===== src/rtl/vcache_stat_snapshot.sv =====
// Load/store hit-miss counters fed by a vcache v/yumi port, with tagged snapshots
// queued in a small record FIFO and streamed out as 6-word records over valid/yumi.
//
// Ports:
//   clk_i, reset_n_i         clock, async active-low reset
//   cache_v_i/cache_yumi_i   vcache output handshake (event when both high)
//   cache_miss_i/ld/st_op_i  qualifiers for the accepted event
//   global_ctr_i             free-running cycle count captured with a snapshot
//   snap_v_i/snap_tag_i      snapshot request and tag; snap_ready_o = FIFO not full
//   drop_count_o             saturating count of snapshots refused while full
//   out_v_o/out_data_o       record word stream; out_last_o marks word 5
//   out_yumi_i               consumer takes the current word
module vcache_stat_snapshot #(
    parameter int data_width_p    = 32,
    parameter int ctr_width_p     = 32,
    parameter int els_p           = 2,
    parameter int clear_on_snap_p = 0
) (
    input  logic                    clk_i,
    input  logic                    reset_n_i,
    input  logic                    cache_v_i,
    input  logic                    cache_yumi_i,
    input  logic                    cache_miss_i,
    input  logic                    cache_ld_op_i,
    input  logic                    cache_st_op_i,
    input  logic [31:0]             global_ctr_i,
    input  logic                    snap_v_i,
    input  logic [data_width_p-1:0] snap_tag_i,
    output logic                    snap_ready_o,
    output logic [15:0]             drop_count_o,
    output logic                    out_v_o,
    output logic [data_width_p-1:0] out_data_o,
    output logic                    out_last_o,
    input  logic                    out_yumi_i
);

    localparam int ptr_w = (els_p > 1) ? $clog2(els_p) : 1;
    localparam int cnt_w = $clog2(els_p + 1);

    localparam logic [ctr_width_p-1:0] ctr_one = ctr_width_p'(1);
    localparam logic [ptr_w-1:0]       ptr_one = ptr_w'(1);
    localparam logic [ptr_w-1:0]       ptr_max = ptr_w'(els_p - 1);
    localparam logic [cnt_w-1:0]       cnt_one = cnt_w'(1);
    localparam logic [cnt_w-1:0]       cnt_max = cnt_w'(els_p);

    typedef enum logic {
        IDLE,
        SEND
    } state_t;

    typedef struct packed {
        logic [data_width_p-1:0] tag;
        logic [31:0]             gctr;
        logic [ctr_width_p-1:0]  ld;
        logic [ctr_width_p-1:0]  st;
        logic [ctr_width_p-1:0]  ld_miss;
        logic [ctr_width_p-1:0]  st_miss;
    } rec_t;

    function automatic logic [ctr_width_p-1:0] sat_inc(
        input logic [ctr_width_p-1:0] v,
        input logic                   inc
    );
        sat_inc = (inc && !(&v)) ? v + ctr_one : v;
    endfunction

    logic                   acc;
    logic [ctr_width_p-1:0] ld, st, ld_miss, st_miss;
    logic [ctr_width_p-1:0] ld_n, st_n, ld_miss_n, st_miss_n;

    rec_t             mem [els_p];
    rec_t             head;
    logic [ptr_w-1:0] wr_ptr, rd_ptr;
    logic [cnt_w-1:0] count, count_n;
    logic             full, empty, push, pop;

    state_t           state, state_n;
    logic [2:0]       word_idx, word_idx_n;
    logic             last;
    logic [data_width_p-1:0] word;
    logic [15:0]      drops;

    assign acc       = cache_v_i & cache_yumi_i;
    assign ld_n      = sat_inc(ld, acc & cache_ld_op_i);
    assign st_n      = sat_inc(st, acc & cache_st_op_i);
    assign ld_miss_n = sat_inc(ld_miss, acc & cache_ld_op_i & cache_miss_i);
    assign st_miss_n = sat_inc(st_miss, acc & cache_st_op_i & cache_miss_i);

    assign full  = (count == cnt_max);
    assign empty = (count == '0);
    assign push  = snap_v_i & ~full;
    assign last  = (word_idx == 3'd5);
    assign pop   = (state == SEND) & out_yumi_i & last;
    assign head  = mem[rd_ptr];

    always_comb begin
        count_n = count;
        if (push && !pop) begin
            count_n = count + cnt_one;
        end else if (pop && !push) begin
            count_n = count - cnt_one;
        end
    end

    always_ff @(posedge clk_i or negedge reset_n_i) begin
        if (!reset_n_i) begin
            ld      <= '0;
            st      <= '0;
            ld_miss <= '0;
            st_miss <= '0;
        end else if (push && (clear_on_snap_p != 0)) begin
            // the same-cycle event lives only in the captured record
            ld      <= '0;
            st      <= '0;
            ld_miss <= '0;
            st_miss <= '0;
        end else begin
            ld      <= ld_n;
            st      <= st_n;
            ld_miss <= ld_miss_n;
            st_miss <= st_miss_n;
        end
    end

    always_ff @(posedge clk_i) begin
        if (push) begin
            mem[wr_ptr] <= '{
                tag:     snap_tag_i,
                gctr:    global_ctr_i,
                ld:      ld_n,
                st:      st_n,
                ld_miss: ld_miss_n,
                st_miss: st_miss_n
            };
        end
    end

    always_ff @(posedge clk_i or negedge reset_n_i) begin
        if (!reset_n_i) begin
            wr_ptr <= '0;
            rd_ptr <= '0;
            count  <= '0;
            drops  <= '0;
        end else begin
            count <= count_n;
            if (push) begin
                wr_ptr <= (wr_ptr == ptr_max) ? '0 : wr_ptr + ptr_one;
            end
            if (pop) begin
                rd_ptr <= (rd_ptr == ptr_max) ? '0 : rd_ptr + ptr_one;
            end
            if (snap_v_i && full && !(&drops)) begin
                drops <= drops + 16'd1;
            end
        end
    end

    always_ff @(posedge clk_i or negedge reset_n_i) begin
        if (!reset_n_i) begin
            state    <= IDLE;
            word_idx <= '0;
        end else begin
            state    <= state_n;
            word_idx <= word_idx_n;
        end
    end

    always_comb begin
        state_n    = state;
        word_idx_n = word_idx;
        case (state)
            IDLE: begin
                if (!empty) begin
                    state_n    = SEND;
                    word_idx_n = '0;
                end
            end
            SEND: begin
                if (out_yumi_i) begin
                    if (last) begin
                        word_idx_n = '0;
                        // a record enqueued this cycle keeps the stream gap-free
                        if (count_n == '0) begin
                            state_n = IDLE;
                        end
                    end else begin
                        word_idx_n = word_idx + 3'd1;
                    end
                end
            end
            default: begin
                state_n    = IDLE;
                word_idx_n = '0;
            end
        endcase
    end

    always_comb begin
        word = '0;
        case (word_idx)
            3'd0:    word = head.tag;
            3'd1:    word = data_width_p'(head.gctr);
            3'd2:    word = data_width_p'(head.ld);
            3'd3:    word = data_width_p'(head.st);
            3'd4:    word = data_width_p'(head.ld_miss);
            3'd5:    word = data_width_p'(head.st_miss);
            default: word = '0;
        endcase
    end

    assign snap_ready_o = ~full;
    assign drop_count_o = drops;
    assign out_v_o      = (state == SEND);
    assign out_data_o   = word;
    assign out_last_o   = out_v_o & last;

    yumi_needs_valid: assert property (
        @(posedge clk_i) disable iff (!reset_n_i) out_yumi_i |-> out_v_o
    ) else $error("out_yumi_i asserted while out_v_o is low");

endmodule


===== config.mk =====
export PLATFORM = sky130hd
export DESIGN_NAME = vcache_stat_snapshot
export DESIGN_NICKNAME = d
export VERILOG_FILES = /design/src/rtl/vcache_stat_snapshot.sv
export SDC_FILE = /design/constraint.sdc
export NUM_CORES = 1
export LEC_CHECK = 0
export ABC_CLOCK_PERIOD_IN_PS = 12900
export BUFFER_PORTS_ARGS = -buffer_cell sky130_fd_sc_hd__buf_2
export CAP_MARGIN = 20
export CORE_ASPECT_RATIO = 1.4
export CORE_UTILIZATION = 35
export DETAILED_ROUTE_END_ITERATION = 12
export PLACE_DENSITY = 0.51
export SYNTH_ARGS = -nofsm -noshare
export SYNTH_HDL_FRONTEND = slang
export SYNTH_SLANG_ARGS = --single-unit

===== constraint.sdc =====
create_clock -name clk_i -period 12.9 [get_ports clk_i]
set_clock_uncertainty 0.2 [all_clocks]
set_input_delay 0 -clock clk_i [delete_from_list [all_inputs] [get_ports clk_i]]
set_output_delay 0 -clock clk_i [all_outputs]
set_load 0.02 [all_outputs]

-- Word-level counts from Yosys, hierarchy flattened
Memory sizes are Yosys's and may differ from the RTL's.
Index checks and enable logic that the tools add are counted.
- $add $sub $neg: 10
- equal/unequal tests: 8
- muxes and demuxes: 20
- bitwise operators: 11
- reductions and logical operators: 24
- operator list (kind ; number):
    one-hot mux 32 bit (6 select lines) ; 1
    adder 32 x 1 -> 32 bit (second input constant) ; 4
    two-way mux 32 bit ; 4
    AND reduction 32 bit ; 4
    adder 16 x 1 -> 16 bit (second input constant) ; 1
    AND reduction 16 bit ; 1
    bitwise AND 1 bit ; 9
    two-way mux 3 bit ; 3
    logical AND 1 bit ; 8
    two-way mux 1 bit ; 8
    zero test 1 bit ; 7
    == test 3 x 2 -> 1 bit (second input constant) ; 2
    == test 3 bit (second input constant) ; 2
    one-hot mux 3 bit (2 select lines) ; 1
    zero test 2 bit ; 2
    two-way mux 2 bit ; 2
    != test 2 bit (second input constant) ; 2
    adder 3 x 1 -> 3 bit (second input constant) ; 1
    == test 3 x 1 -> 1 bit (second input constant) ; 1
    zero test 3 bit ; 1
    adder 1 bit (second input constant) ; 2
    adder 2 x 1 -> 2 bit (second input constant) ; 1
    == test 2 bit (second input constant) ; 1
    NOT 1 bit ; 2
    3 further kinds ; 3
- flip-flop bits (word level): 152
- bits in writable memories: 384
- input port bits: 73
- output and inout bits: 51
- logic and storage cells: 84
- memories: 1
- memory list (name ; depth ; width ; rd ports ; clocked after Yosys merged registers in ; wr ports ; RTL line ; RTL):
    mem ; 2 ; 192 ; 1 ; 0 ; 1 ; 71 ; rec_t mem [els_p];

-- Longest topological paths before layout
Gate-level depths: netlist (run 1).
- word-level depth: 12
- depth in mapped cells: 9
- mapped depth without buffers: 7

-- Worst setup path after synthesis (run 1)
No wires, ideal clock.
- kind: reg-to-reg
- start: register count[0]
- end: memory mem[0][0] in the netlist's numbering, enable pin
- setup time: 0.748 ns
- data arrival time: 8.939 ns
- required time: 11.952 ns
- path slack: 3.013 ns
- stages on the path, launching flop included: 6
- buffers on the path: 0
- clock period less this slack: 9.887 ns
- cell sequence: dfrtp_1 > inv_1 > ha_1 > inv_1 > nand2_1 > nor2_1
- longest elaborated chain between the ends: 5
- ends and longest elaborated chain (element ; RTL line ; RTL):
    start: declaration ; 74 ; logic [cnt_w-1:0] count, count_n;
    start signal: assignment ; 145 ; count <= count_n;
    == test 2 bit ; 89 ; assign full = (count == cnt_max);
    NOT 1 bit ; -- ;
    net snap_ready_o ; 29 ; output logic snap_ready_o,
    bitwise AND 1 bit ; 91 ; assign push = snap_v_i & ~full;
    two-way mux 1 bit ; 126 ; if (push) begin
    two-way mux 1 bit (not written as such) ; 127 ; mem[wr_ptr] <= '{
    end: declaration ; 71 ;
The timed path passes the listed nets, and every way through them passes these cells.

-- Final worst setup path (run 1)
- start: register rd_ptr
- end: output port out_data_o[11]
- longest elaborated chain between the ends: 2
- ends and longest elaborated chain (element ; RTL line ; RTL):
    start: declaration ; 73 ; logic [ptr_w-1:0] wr_ptr, rd_ptr;
    start signal: assignment ; 150 ; rd_ptr <= (rd_ptr == ptr_max) ? '0 : rd_ptr + ptr_one;
    memory (2 x 192 bit) ; -- ;
    one-hot mux 32 bit (6 select lines) ; 200 ; case (word_idx)
    end: declaration ; 32 ; output logic [data_width_p-1:0] out_data_o,
No other way between the ends.

==> results by stage, run 1 <==
Routing:
- Signal routing reaches up to met4.
- The met3 wirelength from detailed routing is 2020 um.
- The average detailed-routed wire length per instance is 23.2 um.
- The number of detailed-route iterations in the first pass is 5.
- The routed layout has 13500 vias.
- The per-cell via count in the routed design is a little over 5.
- The wire length on met2 is approximately 32000 um.
- Summed over all layers, the routed wires come to roughly 61000 um.
- After the first detailed-routing iteration, the DRC count stood at just under 800.
- The post-route DRC violation count is 0.
- The remaining number of nets flagged by the antenna check after routing is 0.
- The met1 wire length is 24700 um.

Worst hold path:
- Along the worst hold path, the cell count comes to 2.
- The startpoint identified for the worst hold timing path is global_ctr_i[7].
- The path category of the worst min-delay check is in -> reg.
- The worst-case hold path end point is mem[1][135].

Placement:
- At the end of routability-driven placement, the weighted congestion stood at 0.843.
- Detailed placement finished with a half-perimeter wire length of 42000 um.
- The placed cell count is around 2400.
- Before CTS, the worst setup slack after placement is a little over 9 ns.
- The count of buffers inserted at the top-level ports is 123.

Worst setup path:
- The worst endpoint required time is about 13 ns.
- The endpoint identified for the worst register-to-register timing path is mem[1][70].
- Along the worst path, the maximum fanout reaches 120.
- STA classifies the critical path startpoint as a flop.
- By startpoint and endpoint, the worst setup path is classified as reg -> out.
- The worst path buffer plus inverter count is 2.
- The kind of cell with the highest combined delay along the critical path is flip-flops.
- At the worst endpoint, the arrival time is 4.02 ns.
- On the worst path, the slowest cell contributes a delay of around 1.1 ns.
- The worst setup slack for register-to-register paths is 9.14 ns.
- Measured in cells, the most critical reg-to-reg path has a length of 6.
- Traced cell by cell, the critical path runs through buf_12, mux2i_1, o22ai_1, a21oi_1, a21boi_0, o22ai_1, buf_2.
- The slowest stage cell on the critical path is dfrtp_4.
- The critical path capture point type is a primary output.
- The most numerous cell type found on the critical path is o22ai_1.
- The startpoint of the lowest-slack register-to-register path is count[0].

Synth:
- The main flop type after synthesis is edfxtp_1.
- Sequential cells were found to cover a little under 70% of the synthesized design area.
- A synthesized cell averages 15.0 sq um.
- After synthesis the cells add up to between 0.02 and 0.025 sq mm.
- Synthesis inferred 536 register bits.
- In the synthesized netlist the async set-or-reset flop fraction comes to ~28%.
- The unique cell type count in the Yosys netlist is 55.
- In the synthesized netlist, the number of instances is around 1500.
- In this run, synthesis inferred 384 flip-flops with an integrated enable.
- The net count of the mapped netlist is 1555.
- The Yosys step of the flow raised 0 warnings.

Cells and area:
- The post-route netlist has between 15 and 20% of its cells at a drive strength greater than 1.
- The count of cells in the finished layout, fillers not included, comes to 2618.
- The area occupied by multi-input gates is between 0.006 and 0.007 sq mm.
- The storage element area is 0.0153 sq mm.
- The number of nets in the finished design is between 1500 and 2000.
- The fill cell instance count of the final layout is 5553.
- The area growth from synthesis to layout is 21.8%.

Pwr:
- The power per cell area is 215 mW/mm^2.
- The leakage power total is 10.2 nW.
- The overall power consumption is 5.82 mW.
- The highest ir drop seen on vdd is 144 uV.

Clocking:
- At the later pin of the worst-skew pair, clock insertion delay measures just over 0.6 ns.
- Counting along the longest clock path gives a buffer depth of 3.
- The CTS tree is built.
- The number of clock sinks is 536.
- Clock-pin slew was measured on the worst setup and hold paths at 0.06 ns.
- CTS built an H-tree with a depth of 2.
- The number of resized instances in the post-cts repair step is 0.
- The number of setup buffers added after CTS is 0.
- The cell sitting at the root of the clock tree is a clkbuf_16.
- The TritonCTS buffer count is 52.

Timing:
- The transition at the pin with the smallest max-transition slack is 1.01 ns.
- Setup repair after global routing left no endpoint under its margin.
- The clock period could shrink to roughly 4.2 ns.
- The worst pin sits at a relative slew slack of 32.8%.
- The final setup TNS is 0 ns.
- Dividing the final minimum period by the clock period gives between 30% and 40%.
- Based on the critical path, the design can be clocked at up to 237 MHz.
- Setup violations remaining at the end of the flow were counted as 0.
- The number of pins exceeding their max-slew limit in the final report is 0.
- Once routing completed, OpenROAD measured the worst setup slack at just under 9 ns.
- The number of hold violations in the final report came to 0.

Floorplanning:
- The width of the die is 215 um.
- The height of the chip is 300 um.
- The number of cell rows is 108.
- In this run the count of I/O pins placed on the die edge is between 100 and 150.
- The initial utilization of the core area, before any placement, comes to a little over a third.
- After floorplanning, the core was sized to cover ~0.062 sq mm.
- The area of the die is between 0.06 and 0.07 sq mm.

GRT:
- The initial antenna violation count is 1.
- The number of global-route vias before repair was 13900.
- The overall overflow remaining after global route is 0.
- The combined global-route utilization of all metal layers is 18.9%.
- The first-pass GRT wire length is 90100 um.
- The largest net degree at the start of global routing is 121.

Run status:
- The run finished with clean final reports.

Job:
- The max-cap violation count is 0.
-- timing repair --
action	in CTS	in global routing
setup endpoints to repair	0	0
hold buffers	135	0
endpoints found under the hold margin	266	0
-- synth_stat cells (3+ instances only) --
cell type	n	share of area (%)
nand4_1	52	1.5
a21boi_0	18	0.61
clkbuf_1	33	0.56
mux2_2	38	1.9
inv_1	13	0.22
o31ai_1	5	0.17
and4_1	17	0.67
ha_1	8	0.45
a31oi_1	3	0.085
o22ai_1	53	1.5
nand3_1	56	1.3
nor4_1	12	0.34
mux4_2	20	2.0
a21oi_1	23	0.52
dfrtp_1	152	17
nor3b_1	3	0.10
and2_1	9	0.25
o21a_1	13	0.44
nor4b_1	5	0.20
xor2_1	63	2.5
buf_1	13	0.22
nor3_1	29	0.65
xnor2_1	76	3.0
mux2i_1	121	5.5
o21ai_0	21	0.47
nor2_1	67	1.1
buf_2	9	0.20
and3_1	24	0.68
edfxtp_1	384	52
a211oi_1	19	0.64
nand2_1	65	1.1
or2_2	4	0.11
a22o_1	10	0.39
or3_1	5	0.14
or3b_2	3	0.12
-- where the power goes --
| group | switching [mW] | total (mW) | internal [mW] |
|---|---|---|---|
| sequential | 0.172 | 2.45 | 2.28 |
| clock | 0.676 | 1.65 | 0.974 |
| combinational | 1.11 | 1.72 | 0.614 |
-- layout make-up --
type / count / share of cell area (%)
antenna: 1 / 0.00926
clock buffer: 67 / 5.32
clock inverter: 31 / 1.62
inverter: 14 / 0.194
multi-input combinational: 869 / 24.4
sequential: 536 / 56.8
tap: 825 / 3.82
timing repair buffer: 275 / 7.89
-- per-layer routing --
metal / track usage, % / up-vias
met3: 2.39 / 75
met1: 23.0 / 6913
met5: 0 / -
li1: - / 6214
met2: 34.7 / 278
met4: 5.82 / 0
-- through the flow --
step	hold slack, ns	cell area (sq um)	utilization, %
after floorplan	-0.496	22200	-
after global placement	-0.0738	23800	38.2
after detailed placement	-0.0775	23800	38.2
after CTS	0.0318	27000	43.4
after global routing	0.0349	27000	43.4
final	0.0354	27000	43.4
-- cells in the final DEF (no fill, tap or decap), types with 7 or more instances in the layout --
master,instances
edfxtp_1,384
dfrtp_1,151
dlygate4sd3_1,134
buf_2,122
mux2i_1,121
xnor2_1,76
nor2_1,66
nand2_1,65
xor2_1,63
nand3_1,56
o22ai_1,53
nand4_1,52
clkbuf_16,52
mux2_2,38
nor3_1,29
and3_1,24
a21oi_1,23
o21ai_0,21
mux4_2,20
a211oi_1,19
a21boi_0,18
and4_1,17
buf_4,16
inv_1,13
o21a_1,13
nor4_1,12
a22o_1,10
bufinv_16,9
clkinv_2,9
and2_1,8
ha_1,8
clkbuf_8,8
clkbuf_1,7
-- how the worst max path moves through the flow --
stage	slack, ns	startpoint	cells past startpoint	endpoint
6_report	8.69	rd_ptr	7	out_data_o[11]
5_1_grt	8.39	rd_ptr	7	out_data_o[14]
4_1_cts	8.60	rd_ptr	6	out_data_o[30]
3_5_place_dp	9.11	count[0]	6	mem[1][6]
3_3_place_gp	9.17	count[0]	6	mem[1][6]
2_1_floorplan	3.01	count[0]	5	mem[0][0]
-- cells by family (layout without fill, tap and decap cells) --
family                   after synthesis  after routing  synth area share [%]
flip-flops                           536            536                  69.1
AND/OR/NAND/NOR                      363            363                  8.71
AO/OA/AOI/OAI                        180            180                  5.57
multiplexers                         179            179                  9.42
XOR/XNOR                             139            139                  5.49
buffers and inverters                 69            387                  1.22
adder cells (fa/ha/maj)                8              8                 0.451
other                                  0              1                     0
-- flip-flops by register name, summed over array words and instances, names as in the netlist --
name,flops
st_miss,32
count,2
ld,32
word_idx,3
drop_count_o,16
st,32
wr_ptr,1
mem,384
ld_miss,32
rd_ptr,1
out_v_o,1
Power figures use the tool's default switching activity.
==> run 2, diff against run 1 <==
--- a/config.mk
+++ b/config.mk
@@ -5,7 +5,7 @@
 export SDC_FILE = /design/constraint.sdc
 export NUM_CORES = 1
 export LEC_CHECK = 0
-export ABC_CLOCK_PERIOD_IN_PS = 12900
+export ABC_CLOCK_PERIOD_IN_PS = 4200
 export BUFFER_PORTS_ARGS = -buffer_cell sky130_fd_sc_hd__buf_2
 export CAP_MARGIN = 20
 export CORE_ASPECT_RATIO = 1.4
==> constraint.sdc (replaced) <==
create_clock -name clk_i -period 4.2 [get_ports clk_i]
set_clock_uncertainty 0.2 [all_clocks]
set_input_delay 0 -clock clk_i [delete_from_list [all_inputs] [get_ports clk_i]]
set_output_delay 0 -clock clk_i [all_outputs]
set_load 0.02 [all_outputs]
==> results by stage, run 2 (synthesis results as in run 1) <==
Run status:
- Status: finished clean (unchanged).

GRT:
- The initial antenna violation count is 0 (was 1).
- The number of global-route vias before repair is 14100 (was 13900).
- The overall overflow remaining after global route is 0 (unchanged).
- The first-pass GRT wire length is 90300 um (was 90100 um).
- The largest net degree at the start of global routing is 81 (was 121).
- The combined global-route utilization of all metal layers is 18.8% (was 18.9%).

Worst setup path:
- The startpoint type of the worst setup path is a flop (unchanged).
- Cells along the critical path: or3b_2, o22ai_1, a211oi_1, a21boi_0, o22ai_1, buf_2 (was buf_12, mux2i_1, o22ai_1, a21oi_1, a21boi_0, o22ai_1, buf_2).
- The critical path capture point type is a primary output (unchanged).
- The critical path data arrival time was 3.53 ns (was 4.02 ns).
- The worst path buffer plus inverter count is 1 (was 2).
- The largest stage delay on the critical path is 0.72 ns (was 1.08 ns).
- The type of the worst setup path was reg -> out (unchanged).
- The cell family with the largest share of critical-path delay was compound AO/OA/AOI/OAI gates (was flip-flops).
- The worst endpoint required time is 4.00 ns (was 12.70 ns).
- The maximum fanout along the worst path came to 23 (was 120).
- The slowest stage cell on the critical path is dfrtp_1 (was dfrtp_4).
- The most frequent cell on the critical path is o22ai_1 (unchanged).

Routing:
- The average detailed-routed wire length per instance is 22.7 um (was 23.2 um).
- The remaining number of nets flagged by the antenna check after routing came to 0 (unchanged).
- The total detailed-routing wirelength was 60100 um (was 60600 um).
- The per-cell via count in the routed design is 5.10 (was 5.15).
- The starting DRC count in detailed routing is 844 (was 784).
- The post-route DRC violation count came to 0 (unchanged).
- The total vias in the final route is 13500 (about the same).
- The number of detailed-route iterations in the first pass came to 5 (unchanged).

Floorplanning:
- The initial core utilization came to 35.6% (unchanged).
- The number of cell rows is 108 (unchanged).
- The number of top-level pins was 124 (unchanged).
- The core outline area is 0.0623 sq mm (unchanged).
- The width of the die is 215 um (unchanged).
- The area of the die was 0.0644 sq mm (unchanged).
- The height of the chip came to 300 um (unchanged).

Timing:
- The worst slew margin relative to its limit is 34.2% (was 32.8%).
- Subtracting the final worst setup slack from the clock period gives 3.73 ns.
- RSZ-0062 raised after global routing: no (unchanged).
- The worst slack on hold paths is 0.146 ns (was 0.0354 ns).
- The number of hold violations in the final report was 0 (unchanged).
- The final clock period utilization by the worst path is 88.7%.
- The count of final setup violators came to 0 (unchanged).
- The transition at the pin with the smallest max-transition slack was 0.979 ns (was 1.01 ns).
- Based on the critical path, the design can be clocked at up to 268 MHz.
- The number of pins exceeding their max-slew limit in the final report is 0 (unchanged).

Placement:
- The count of buffers inserted at the top-level ports is 123 (unchanged).
- The placed cell count came to 2407 (was 2383).
- The final weighted congestion in routability-driven placement is 0.824 (was 0.843).
- The placed wire-length estimate is 43100 um (was 42000 um).
- The standard cell area after detailed placement is 0.0240 sq mm (was 0.0238 sq mm).

Cells and area:
- Commonest cells after routing, fill and taps aside: edfxtp_1 (384), dfrtp_1 (151), dlygate4sd3_1 (141), buf_2 (122), mux2i_1 (121) (was edfxtp_1 (384), dfrtp_1 (151), dlygate4sd3_1 (134), buf_2 (122), mux2i_1 (121)).
- The number of flip-flops under the largest register name is 384 (unchanged).
- The antenna cell count was 0 (was 1).
- The largest register by flop count was mem (unchanged).
- The most frequent standard cell in the layout excluding fill and tap cells is edfxtp_1 (unchanged).
- The fill cell instance count of the final layout was 5566 (was 5553).
- The ratio of cells with drive above 1 in the final layout is 17.9% (was 17.1%).
- The storage element area is 0.0153 sq mm (unchanged).
- The area of all placed cells without fillers is 0.0273 sq mm (was 0.0270 sq mm).
- The number of nets in the finished design is 1860 (was 1829).
- The filler-free cell count of the finished design came to 2648 (was 2618).
- The area occupied by multi-input gates is 0.00660 sq mm (was 0.00659 sq mm).
- The area growth from synthesis to layout is 23.3% (was 21.8%).

Worst hold path:
- The path category of the worst min-delay check is in -> reg (unchanged).

Pwr:
- The power per cell area is 663 mW/mm^2 (was 215 mW/mm^2).
- The leakage power total is 10.4 nW (was 10.2 nW).
- The highest ir drop seen on vdd is 350 uV (was 144 uV).

Job:
- The max-cap violation count is 0 (unchanged).

Clocking:
- The number of hold buffers added after CTS was 142 (was 135).
- The maximum buffer depth of the clock tree is 3 (unchanged).
- The clock-pin slew on the worst setup and hold paths came to 0.06 ns (about the same).
- The clock latency of the later-clocked register in the worst-skew pair is 0.60 ns (was 0.62 ns).
- The level count of the clock H-tree is 2 (unchanged).
- The number of post-CTS setup repair buffers is 0 (unchanged).
- The number of clock sinks is 536 (unchanged).
- The master cell of the clock root buffer is clkbuf_16 (unchanged).
- The TritonCTS buffer count is 52 (unchanged).
- The number of resized instances in the post-cts repair step is 0 (unchanged).
- The CTS tree is built (unchanged).
==> run 2: cell count changes in the layout (fill, tap and decap cells not counted), moves of 2 or more <==
cell           before  now
clkinv_8            3    0
clkinv_2            9   11
clkinv_4            3    1
buf_12              1    8
buf_4              16   33
clkinvlp_4          5    2
dlygate4sd3_1     134  141
clkbuf_1            7   13
inv_6               0    2
bufinv_16           9   11
clkbuf_8            8    3
==> run 2: worst reg2reg max path: cells and delay by family, from the launching register on <==
family	cells	cell delay (ns)
muxes	1	0.25
and+or+nand+nor	2	0.85
DFF	1	0.72
buffers and inverters	3	1.24
AOI/OAI and AO/OA	1	0.08
==> run 2: power breakdown <==
group | switching [mW] | internal (mW) | leakage, nW | total [mW]
registers | 0.479 | 6.98 | 5.55 | 7.46
logic | 3.55 | 2.05 | 3.92 | 5.60
clock network | 2.01 | 3.05 | 0.905 | 5.06
total | 6.04 | 12.1 | 10.4 | 18.1
==> run 2: final cells by class <==
class / count / share of cell area, %
Sequential cell: 536 / 56.1
Tap cell: 825 / 3.78
Timing Repair Buffer: 306 / 9.03
Clock buffer: 69 / 5.18
Multi-Input combinational cell: 869 / 24.1
Clock inverter: 29 / 1.59
Inverter: 14 / 0.201
==> run 2: stage by stage <==
| step | utilization (%) | TNS, ns | setup slack, ns | total power, mW |
|---|---|---|---|---|
| 3_5_place_dp | 38.6 | 0 | 1.08 | 13.2 |
| 2_1_floorplan | - | -13.66 | -0.0712 | 10.9 |
| 6_report | 43.9 | 0 | 0.473 | 18.1 |
| 4_1_cts | 43.9 | 0 | 0.423 | 18.4 |
| 5_1_grt | 43.9 | 0 | 0.227 | 18.9 |
| 3_3_place_gp | 38.6 | 0 | 1.06 | 13.1 |
==> run 2: path summary, 6_finish.rpt <==
path | slack, ns | cells after the start | start | end
min in group asynchronous | 0.29 | 4 | reset_n_i | ld_miss[15]
hold / removal | 0.15 | 4 | out_yumi_i | word_idx[1]
hold reg to reg | 0.30 | 1 | drop_count_o[13] | drop_count_o[13]
max in group asynchronous | 2.98 | 4 | reset_n_i | st_miss[0]
setup / recovery | 0.47 | 6 | word_idx[0] | out_data_o[15]
setup reg to reg | 0.74 | 7 | word_idx[0] | count[1]
==> run 2: routing by layer <==
layer	global-route usage, %	vias up	routed length, um
met1	22.7	6916	24400
li1	-	6289	-
met2	35.1	233	32400
met3	2.20	73	1850
met5	0	-	0
met4	5.31	0	1440
